### config.mk
export PLATFORM = sky130hd
export DESIGN_NAME = mem_arbiter
export DESIGN_NICKNAME = d
export VERILOG_FILES = /design/src/rtl/mem_arbiter_pkg.sv /design/src/rtl/mem_arbiter.sv
export SDC_FILE = /design/constraint.sdc
export NUM_CORES = 1
export LEC_CHECK = 0
export ABC_CLOCK_PERIOD_IN_PS = 2300
export CAP_MARGIN = 5
export CORE_MARGIN = 2
export CORE_UTILIZATION = 39
export CTS_BUF_LIST = sky130_fd_sc_hd__clkbuf_8
export DETAILED_ROUTE_END_ITERATION = 7
export GPL_TIMING_DRIVEN = 1
export PLACE_DENSITY = 0.85
export REMOVE_ABC_BUFFERS = 1
export SLEW_MARGIN = 20
export SYNTH_ARGS = -nofsm -noshare
export SYNTH_HDL_FRONTEND = slang
export SYNTH_SLANG_ARGS = --single-unit
### constraint.sdc
create_clock -name clk -period 2.3 [get_ports clk]
set_input_delay 0.46 -clock clk [delete_from_list [all_inputs] [get_ports clk]]
set_output_delay 0.46 -clock clk [all_outputs]
set_load 0.05 [all_outputs]
### src/rtl/mem_arbiter_pkg.sv
// Shared definitions for the IF/MEM memory-port arbiter.
// Holds the fixed bus widths, the 3-bit FSM state encoding, the owner codes
// and a small helper used to classify states.
package mem_arbiter_pkg;

  localparam int unsigned MEM_ARB_ADDR_W = 32;
  localparam int unsigned MEM_ARB_DATA_W = 32;
  localparam int unsigned MEM_ARB_STRB_W = 4;

  typedef enum logic [2:0] {
    StIdle    = 3'd0,
    StIfReq   = 3'd1,
    StIfWait  = 3'd2,
    StMemReq  = 3'd3,
    StMemWait = 3'd4,
    StResp    = 3'd5
  } arb_state_e;

  // Which requester owns the transaction in flight.
  typedef enum logic {
    OWN_IF  = 1'b0,
    OWN_MEM = 1'b1
  } owner_e;

  function automatic logic is_req_state(input arb_state_e s);
    return (s == StIfReq) || (s == StMemReq);
  endfunction

  function automatic logic is_wait_state(input arb_state_e s);
    return (s == StIfWait) || (s == StMemWait);
  endfunction

endpackage

### src/rtl/mem_arbiter.sv
// Arbiter for the single shared memory port between the IF stage (fetch,
// read-only) and the MEM stage (loads/stores).
//
// Ports:
//   clk, rst                 clock, asynchronous active-low reset
//   if_req_*                 fetch request (valid/addr in, ready out)
//   if_resp_*                one-cycle fetch response pulse and data
//   mem_req_*                load/store request (valid/wen/addr/wdata/wstrb in, ready out)
//   mem_resp_*               one-cycle load-data / store-done pulse and data
//   flush                    branch misprediction; discards a pending fetch result
//   bus_*                    memory-side request and read-data handshakes
//
// One transaction is in flight at a time. MEM has fixed priority over IF since
// it belongs to the older instruction. All bus and response outputs are
// registered; only the request ready signals are combinational.
module mem_arbiter
  import mem_arbiter_pkg::*;
(
  input  logic                      clk,
  input  logic                      rst,

  input  logic                      if_req_valid,
  input  logic [MEM_ARB_ADDR_W-1:0] if_req_addr,
  output logic                      if_req_ready,
  output logic                      if_resp_valid,
  output logic [MEM_ARB_DATA_W-1:0] if_resp_data,

  input  logic                      mem_req_valid,
  input  logic                      mem_req_wen,
  input  logic [MEM_ARB_ADDR_W-1:0] mem_req_addr,
  input  logic [MEM_ARB_DATA_W-1:0] mem_req_wdata,
  input  logic [MEM_ARB_STRB_W-1:0] mem_req_wstrb,
  output logic                      mem_req_ready,
  output logic                      mem_resp_valid,
  output logic [MEM_ARB_DATA_W-1:0] mem_resp_data,

  input  logic                      flush,

  output logic [MEM_ARB_ADDR_W-1:0] bus_addr,
  output logic                      bus_read,
  output logic                      bus_write,
  output logic [MEM_ARB_DATA_W-1:0] bus_wdata,
  output logic [MEM_ARB_STRB_W-1:0] bus_wstrb,
  input  logic                      bus_req_ready,
  input  logic [MEM_ARB_DATA_W-1:0] bus_rdata,
  input  logic                      bus_rdata_valid,
  output logic                      bus_rdata_ready
);

  arb_state_e                state_q, state_d;
  owner_e                    owner_q, owner_d;
  logic                      wen_q, wen_d;
  logic [MEM_ARB_ADDR_W-1:0] addr_q, addr_d;
  logic [MEM_ARB_DATA_W-1:0] wdata_q, wdata_d;
  logic [MEM_ARB_STRB_W-1:0] wstrb_q, wstrb_d;
  logic [MEM_ARB_DATA_W-1:0] resp_data_q, resp_data_d;
  logic                      drop_q, drop_d;

  logic bus_read_q, bus_read_d;
  logic bus_write_q, bus_write_d;
  logic bus_rdata_ready_q, bus_rdata_ready_d;
  logic if_resp_valid_q, if_resp_valid_d;
  logic mem_resp_valid_q, mem_resp_valid_d;

  logic in_idle;
  logic mem_grant;
  logic if_grant;

  // Readies are gated by rst so they read 0 while reset is asserted.
  assign in_idle   = (state_q == StIdle) && rst;
  assign mem_grant = in_idle && mem_req_valid;
  assign if_grant  = in_idle && if_req_valid && !mem_req_valid && !flush;

  assign mem_req_ready = mem_grant;
  assign if_req_ready  = if_grant;

  always_comb begin
    state_d     = state_q;
    owner_d     = owner_q;
    wen_d       = wen_q;
    addr_d      = addr_q;
    wdata_d     = wdata_q;
    wstrb_d     = wstrb_q;
    resp_data_d = resp_data_q;
    drop_d      = drop_q;

    // A flush poisons only a fetch; the bus side still runs to completion.
    if (flush && ((state_q == StIfReq) || (state_q == StIfWait) ||
                  ((state_q == StResp) && (owner_q == OWN_IF)))) begin
      drop_d = 1'b1;
    end

    unique case (state_q)
      StIdle: begin
        if (mem_grant) begin
          owner_d = OWN_MEM;
          wen_d   = mem_req_wen;
          addr_d  = mem_req_addr;
          wdata_d = mem_req_wdata;
          wstrb_d = mem_req_wen ? mem_req_wstrb : '0;
          state_d = StMemReq;
        end else if (if_grant) begin
          owner_d = OWN_IF;
          wen_d   = 1'b0;
          addr_d  = if_req_addr;
          wdata_d = '0;
          wstrb_d = '0;
          state_d = StIfReq;
        end
      end
      StIfReq, StMemReq: begin
        if (bus_req_ready) begin
          if (wen_q) begin
            resp_data_d = '0;
            state_d     = StResp;
          end else begin
            state_d = (state_q == StIfReq) ? StIfWait : StMemWait;
          end
        end
      end
      StIfWait, StMemWait: begin
        if (bus_rdata_valid) begin
          resp_data_d = bus_rdata;
          state_d     = StResp;
        end
      end
      StResp: begin
        state_d = StIdle;
        drop_d  = 1'b0;
      end
      default: begin
        state_d = StIdle;
        drop_d  = 1'b0;
      end
    endcase

    // Registered outputs are derived from the next state so they line up
    // with the state they describe.
    bus_read_d        = is_req_state(state_d) && !wen_d;
    bus_write_d       = is_req_state(state_d) && wen_d;
    bus_rdata_ready_d = is_wait_state(state_d);
    if_resp_valid_d   = (state_d == StResp) && (owner_d == OWN_IF) && !drop_d;
    mem_resp_valid_d  = (state_d == StResp) && (owner_d == OWN_MEM);
  end

  always_ff @(posedge clk or negedge rst) begin
    if (!rst) begin
      state_q           <= StIdle;
      owner_q           <= OWN_IF;
      wen_q             <= 1'b0;
      addr_q            <= '0;
      wdata_q           <= '0;
      wstrb_q           <= '0;
      resp_data_q       <= '0;
      drop_q            <= 1'b0;
      bus_read_q        <= 1'b0;
      bus_write_q       <= 1'b0;
      bus_rdata_ready_q <= 1'b0;
      if_resp_valid_q   <= 1'b0;
      mem_resp_valid_q  <= 1'b0;
    end else begin
      state_q           <= state_d;
      owner_q           <= owner_d;
      wen_q             <= wen_d;
      addr_q            <= addr_d;
      wdata_q           <= wdata_d;
      wstrb_q           <= wstrb_d;
      resp_data_q       <= resp_data_d;
      drop_q            <= drop_d;
      bus_read_q        <= bus_read_d;
      bus_write_q       <= bus_write_d;
      bus_rdata_ready_q <= bus_rdata_ready_d;
      if_resp_valid_q   <= if_resp_valid_d;
      mem_resp_valid_q  <= mem_resp_valid_d;
    end
  end

  assign bus_addr        = addr_q;
  assign bus_wdata       = wdata_q;
  assign bus_wstrb       = wstrb_q;
  assign bus_read        = bus_read_q;
  assign bus_write       = bus_write_q;
  assign bus_rdata_ready = bus_rdata_ready_q;
  assign if_resp_valid   = if_resp_valid_q;
  assign mem_resp_valid  = mem_resp_valid_q;
  assign if_resp_data    = resp_data_q;
  assign mem_resp_data   = resp_data_q;

endmodule

After elaboration in Yosys (flattened, before gate mapping)
Cells that the tools add are included.
Widths: inputs -> output; s select.

storage, ports and cells
  flip-flop bits (word level) = 111
  input bits = 140
  output and inout bits = 139
  word-level logic and storage cells = 82

operators by class
  equal/unequal tests = 13
  mux-type cells = 26
  bitwise gates (word level) = 2
  reduce and logical (&&, ||, !) cells = 28

operators with widths
  operator            count
  $mux 32             7
  $pmux 32 s2         1
  $mux 3              6
  $eq 3x2->1 const B  4
  $eq 3x3->1 const B  4
  $logic_and 1x1->1   12
  $mux 4              3
  $pmux 3 s3          1
  $mux 1              8
  $eq 3x1->1 const B  2
  $ne 2x2->1 const B  3
  $reduce_or 5->1     1
  $logic_not 1->1     4
  $logic_or 1x1->1    4
  $reduce_and 4->1    1
  $reduce_bool 2->1   2
  $reduce_or 2->1     2
  $logic_not 3->1     1
  $not 1->1           2
  $reduce_and 2->1    1

Logic depth before layout (Yosys ltp)
Gate-level depths: netlist of run 1.

  depth after elaboration = 11
  mapped depth = 7

Worst setup path after synthesis of run 1
OpenSTA, ideal clock, no wires.

  path kind = register to output
  start point = register state_q[0]
  end point = output if_req_ready
  arrival time = 1656 ps
  required time = 1840 ps
  slack = 184 ps
  stages on the path, launching flop included = 5
  cells stage by stage = dfrtp_1 > buf_4 > nor4b_4 > nand2_1 > nor2_1

between the ends
  longest elaborated chain between the ends = 5

ends and longest elaborated chain
  what                            line                text
  from (decl)                     mem_arbiter.sv:50   arb_state_e state_q, state_d;
  from (signal assigned)          mem_arbiter.sv:148  state_q <= StIdle;
  from (signal assigned)          mem_arbiter.sv:162  state_q <= state_d;
  $logic_not 3->1                 mem_arbiter.sv:70   assign in_idle = (state_q == StIdle) && rst;
  $logic_and 1x1->1               mem_arbiter.sv:70
  $logic_and 1x1->1 (3 in a row)  mem_arbiter.sv:72   assign if_grant = in_idle && if_req_valid && !mem_req_valid && !flush;
  to (decl)                       mem_arbiter.sv:24   output logic if_req_ready,

Every way passes these cells.

Final worst setup path of run 1
  start point = register state_q[2]
  end point = output if_req_ready

The elaborated chain is that of the path after synthesis.

==> out/results.ini, run 1 <==
[yosys]
yosysTopAreaCell=dfrtp_1
yosys-top-cells-count=111 x dfrtp_1, 65 x a22o_1, 37 x buf_4
ys_types=35
ys.flop_type=dfrtp_1
yosysTopAreaCellShare_pct=59.5
synth-edff-count=0
async_flop_share_pct=100
synthSimpleGateAreaFrac_pct=5.52
synthMuxAreaShare_pct=7.07
ys_seq_area_share_pct=59.5
synth_compound_area_share_pct=19.2
synth_xor_area_share_pct=0.188
synth_top_family_by_area=compound AO/OA/AOI/OAI gates
ys_ff_latch=111
synth_most_common_cell=dfrtp_1
yosysWarnings=0
syn_avg_cell_area_sq_um=12.7
syn_inst=369
synth_fa_ha_area_share_pct=0
synthTopCellsByArea=dfrtp_1 59%, a22o_1 12%, mux2i_1 7.1%
synth.cell_area_sq_mm=0.00467

[route]
viasPerCell=5.07
wl_um=13500
detail_route.iter0.violations=196
ant_nets=0
routedWlPerCell_um=17.8
drc=0
vias=3860
first_pass_iters=4

[power_and_ir_drop]
power_leakage_uw=0.00350
irDropWorstVdd_mv=1.19
p_per_area_mw_per_mm2=1760

[sta]
setup_ws_ps=111
rsz0062_at_grt=no
relSlewSlack_pct=47.5
fmax_ghz=0.457
hold_ws_ps=228
fin_skew_ps=13.5
drv_slew=0
period_share_pct=95.2
finalSetupViolations=0
worst-slew-pin-transition_ps=788
hold_viol=0
period_needed_ps=2190

[hold_path]
holdCritPathClass=in -> async

[global_routing]
grt_pass1_wl_um=21100
grtUsageTotal_pct=20.8
grt_start_max_net_pins=76
overflow=0
grt_pass1_vias=3985
antenna_found_initial=0

[place]
numPortBuffers=278
place_ws_ps=102
detailed_place.area_sq_mm=0.00740
finalWeightedCongestion=0.751
dp_cells=744
dp.final_hpwl_um=10400

[critical_path]
critPathKind=reg -> out
crit_path_max_fanout=8
cp-end-kind=output pin
worst_ep_arrival_time_ps=1730
cp_data_required_time_ps=1840
start_kind=flip-flop

[clock_tree]
cts.sink_count=111
postCtsHoldBufs=0
htree_levels=3
cts_root_buf=clkbuf_8
clk_latency_ps=360
clk_pin_slew_ps=100
cts_tree=built
cts_inserted_buffers=9
cts_buffer_depth=2

[cells_and_area]
insertedDiodeCount=0
area_growth_pct=63.0
fin_area_sq_mm=0.00761
fillers=860
post-route-util_pct=65.8
final_cells=761
nets=753
drive_gt1_share_pct=7.44

[die]
fp-row-count=39
die_area_sq_mm=0.0129
die_y_um=113
ios=279
die_w_um=113
initial_core_util_pct=40.4
core_sq_mm=0.0116

[outcome]
status=complete, no violations

[flow_run]
cap_violations=0

[routing by layer]
layer  routed length (um)  vias to the layer above  track usage [%]
met5                    0                        -                0
met4                  263                        0             6.91
met3                 1060                       19             5.37
met2                 6940                      191             36.9
met1                 5260                     1862             24.6
li1                     -                     1788                -
[final timing paths]
kind / endpoint / startpoint / depth (start not counted) / slack, ps
setup / recovery: if_req_ready / state_q[2] / 5 / 110
setup reg to reg: bus_wdata[12] / state_q[2] / 6 / 480
min in group clk: bus_addr[24] / bus_addr[24] / 2 / 490
hold / removal: bus_addr[25] / rst / 2 / 230
hold reg to reg: bus_addr[24] / bus_addr[24] / 2 / 490
max in group asynchronous: bus_addr[7] / rst / 3 / 840
[sequential cells by signal, summed over array words and instances, names as in the netlist, 3 cells and up]
| register | flops |
|---|---|
| bus_wstrb | 4 |
| state_q | 3 |
| bus_addr | 32 |
| bus_wdata | 32 |
| if_resp_data | 32 |
[stage by stage]
stage	setup TNS, ps	total power [uW]
floorplan	-37690	8970
global placement	0	12100
detailed placement	0	12300
CTS	0	13500
global route	0	14000
finish	0	13400
[cells in the final DEF (no fill, tap or decap), drive strengths merged, types with 4 or more instances in the layout]
cell	netlist	final
nand2	34	34
buf	49	16
a22o	65	65
o21ai	34	34
a32o	4	4
clkbuf	9	9
mux2i	33	33
inv	3	4
dfrtp	111	111
clkdlybuf4s50	0	275
[logic make-up (layout without fill, tap and decap cells)]
kind of cell / count (synthesis) / count (layout)
AO/OA/AOI/OAI: 114 / 114
XOR/XNOR: 1 / 1
buffers and inverters: 61 / 310
flip-flops: 111 / 111
multiplexers: 33 / 33
AND/OR/NAND/NOR: 49 / 49
[cell type report]
class	count	area (sq um)	share of cell area, %
multi-input cells	197	1500	19.8
inverters	3	16.3	0.214
well taps	143	179	2.35
flip-flops and latches	111	2780	36.5
clock buffers	9	124	1.63
repair buffers	291	2940	38.6
clock inverters	7	75.1	0.986
[power by group]
| part | total, uW | switching [uW] | internal (uW) |
|---|---|---|---|
| Sequential | 3570 | 684 | 2890 |
| Combinational | 8660 | 5620 | 3040 |
| Clock | 1150 | 647 | 506 |
| Total | 13400 | 6950 | 6430 |
[critical path: stages (launching register included)]
cell	delay [ps]
dfrtp_2	500
nor4b_4	280
buf_4	180
nand2_1	90
nor2_2	170
buf_12	160
[what timing repair did]
action,in CTS,in global routing
setup endpoints to repair,2,2
gates resized for setup,2,3
setup buffers,1,0
pin swaps,1,0
Power figures use the tool's default switching activity.
==> run 2: changes to the inputs <==
--- a/config.mk
+++ b/config.mk
@@ -5,8 +5,9 @@
 export SDC_FILE = /design/constraint.sdc
 export NUM_CORES = 1
 export LEC_CHECK = 0
-export ABC_CLOCK_PERIOD_IN_PS = 2300
+export ABC_CLOCK_PERIOD_IN_PS = 2280
 export CAP_MARGIN = 5
+export CORE_ASPECT_RATIO = 0.75
 export CORE_MARGIN = 2
 export CORE_UTILIZATION = 39
 export CTS_BUF_LIST = sky130_fd_sc_hd__clkbuf_8
==> constraint.sdc (replaced) <==
create_clock -name clk -period 2.28 [get_ports clk]
set_input_delay 0.456 -clock clk [delete_from_list [all_inputs] [get_ports clk]]
set_output_delay 0.456 -clock clk [all_outputs]
set_load 0.05 [all_outputs]
==> run 2 against run 1 <==
- combinational power up 1%
- sequential share of layout area about the same
- final cell count up 2.4%
- largest cell class unchanged
==> out/results.ini, run 2 (synthesis gave the netlist of run 1 again) <==
[route]
first_pass_iters=4
vias=3823
drc=0
detail_route.iter0.violations=178
viasPerCell=4.91
wl_um=14100
routedWlPerCell_um=18.1
ant_nets=0

[global_routing]
grt_pass1_wl_um=22200
overflow=0
grt_pass1_vias=4039
antenna_found_initial=0
grtUsageTotal_pct=22.3
grt_start_max_net_pins=60

[critical_path]
critPathKind=in -> out
cp-end-kind=output pin
crit_path_max_fanout=3
crit_chain=clkdlybuf4s50_1 -> nor2b_1 -> nand2_1 -> nor2_2 -> buf_12
cp_slowest_cell=clkdlybuf4s50_1
max_stage_delay_ps=470
worst_ep_arrival_time_ps=1720
cp_data_required_time_ps=1820
start_kind=input pin

[clock_tree]
cts_tree=built
cts_buffer_depth=2
clk_latency_ps=370
cts_root_buf=clkbuf_8
clk_pin_slew_ps=100
htree_levels=3
cts_inserted_buffers=9
postCtsHoldBufs=0
cts.sink_count=111

[sta]
period_needed_ps=2180
fmax_ghz=0.460
hold_ws_ps=214
hold_viol=0
drv_slew=0
period_share_pct=95.4
fin_skew_ps=16.8
worst-slew-pin-transition_ps=739
finalSetupViolations=0
relSlewSlack_pct=50.7

[die]
initial_core_util_pct=40.1
core_sq_mm=0.0117
ios=279
die_y_um=98.8
fp-row-count=34
die_area_sq_mm=0.0129
die_w_um=130

[cells_and_area]
insertedDiodeCount=0
drive_gt1_share_pct=7.29
nets=753
area_growth_pct=63.1
final_common_cell=clkdlybuf4s50_1
fillers=893
final_cell_mix=275 x clkdlybuf4s50_1, 110 x dfrtp_1, 65 x a22o_1

[outcome]
status=complete, no violations

[hold_path]
holdCritPathClass=in -> async

[power_and_ir_drop]
p_per_area_mw_per_mm2=1770
p_total_uw=13500
power_leakage_uw=0.00350
irDropWorstVdd_mv=1.16

[place]
finalWeightedCongestion=0.813
numPortBuffers=278
dp.final_hpwl_um=10700

[flow_run]
cap_violations=0

[run 2: cell count changes in the layout (fill, tap and decap cells not counted)]
cell        previous run  this run
buf_4                 11        10
clkinvlp_4             2         1
inv_1                  2         1
bufinv_16              1         0
dfrtp_1              109       110
inv_6                  1         3
dfrtp_2                2         1
inv_8                  0         1
clkinv_4               3         0
clkinv_2               0         2
buf_12                 5         6
[run 2: power by group]
group	internal, uW	total [uW]	switching (uW)
Sequential	2910	3640	732
Combinational	3070	8770	5690
Clock	400	1070	670
Total	6380	13500	7100
[run 2: layout make-up]
class / count / area, sq um / share of cell area, %
Inverter: 3 / 18.8 / 0.246
Clock inverter: 6 / 43.8 / 0.575
Sequential cell: 111 / 2780 / 36.5
Clock buffer: 9 / 124 / 1.63
Tap cell: 162 / 203 / 2.66
Multi-Input combinational cell: 197 / 1500 / 19.7
Timing Repair Buffer: 291 / 2950 / 38.7
[run 2: timing repair]
action                                  4_1_cts  5_1_grt
pin swaps                                     1        1
endpoints found under the setup margin        2        2
buffers inserted                              1        0
resized for setup                             1        4
[run 2: final timing paths]
kind                              start            to  slack, ps  cells past startpoint
min in group clk           bus_addr[12]  bus_addr[12]        490                      2
max reg2reg                  state_q[2]   bus_addr[0]        440                      5
max in group asynchronous           rst    state_q[2]        800                      3
min                                 rst  bus_wstrb[1]        210                      2
max                               flush  if_req_ready        100                      5
min reg2reg                bus_addr[12]  bus_addr[12]        490                      2
[run 2: layer usage]
metal / vias to the layer above / routed length (um) / track usage, %
met5: - / 0 / 0
met4: 0 / 251 / 6.55
met3: 22 / 635 / 4.99
met2: 104 / 7320 / 37.7
met1: 1913 / 5920 / 28.9
li1: 1784 / - / -
[run 2: stage by stage]
step / area, sq um / utilization, % / instances / TNS [ps] / setup WS [ps]
5_1_grt: 7620 / 65.4 / 779 / -6.15 / -6.15
4_1_cts: 7610 / 65.3 / 779 / 0 / 27.2
3_3_place_gp: 7430 / 63.8 / 763 / 0 / 114
2_1_floorplan: 4280 / - / 311 / -38910 / -706
3_5_place_dp: 7430 / 63.8 / 763 / 0 / 44.3
6_report: 7620 / 65.4 / 779 / 0 / 104
[run 2: critical path: cells and delay by family]
family	cells	cell delay, ps
buffers and inverters	2	630
and+or+nand+nor	3	640
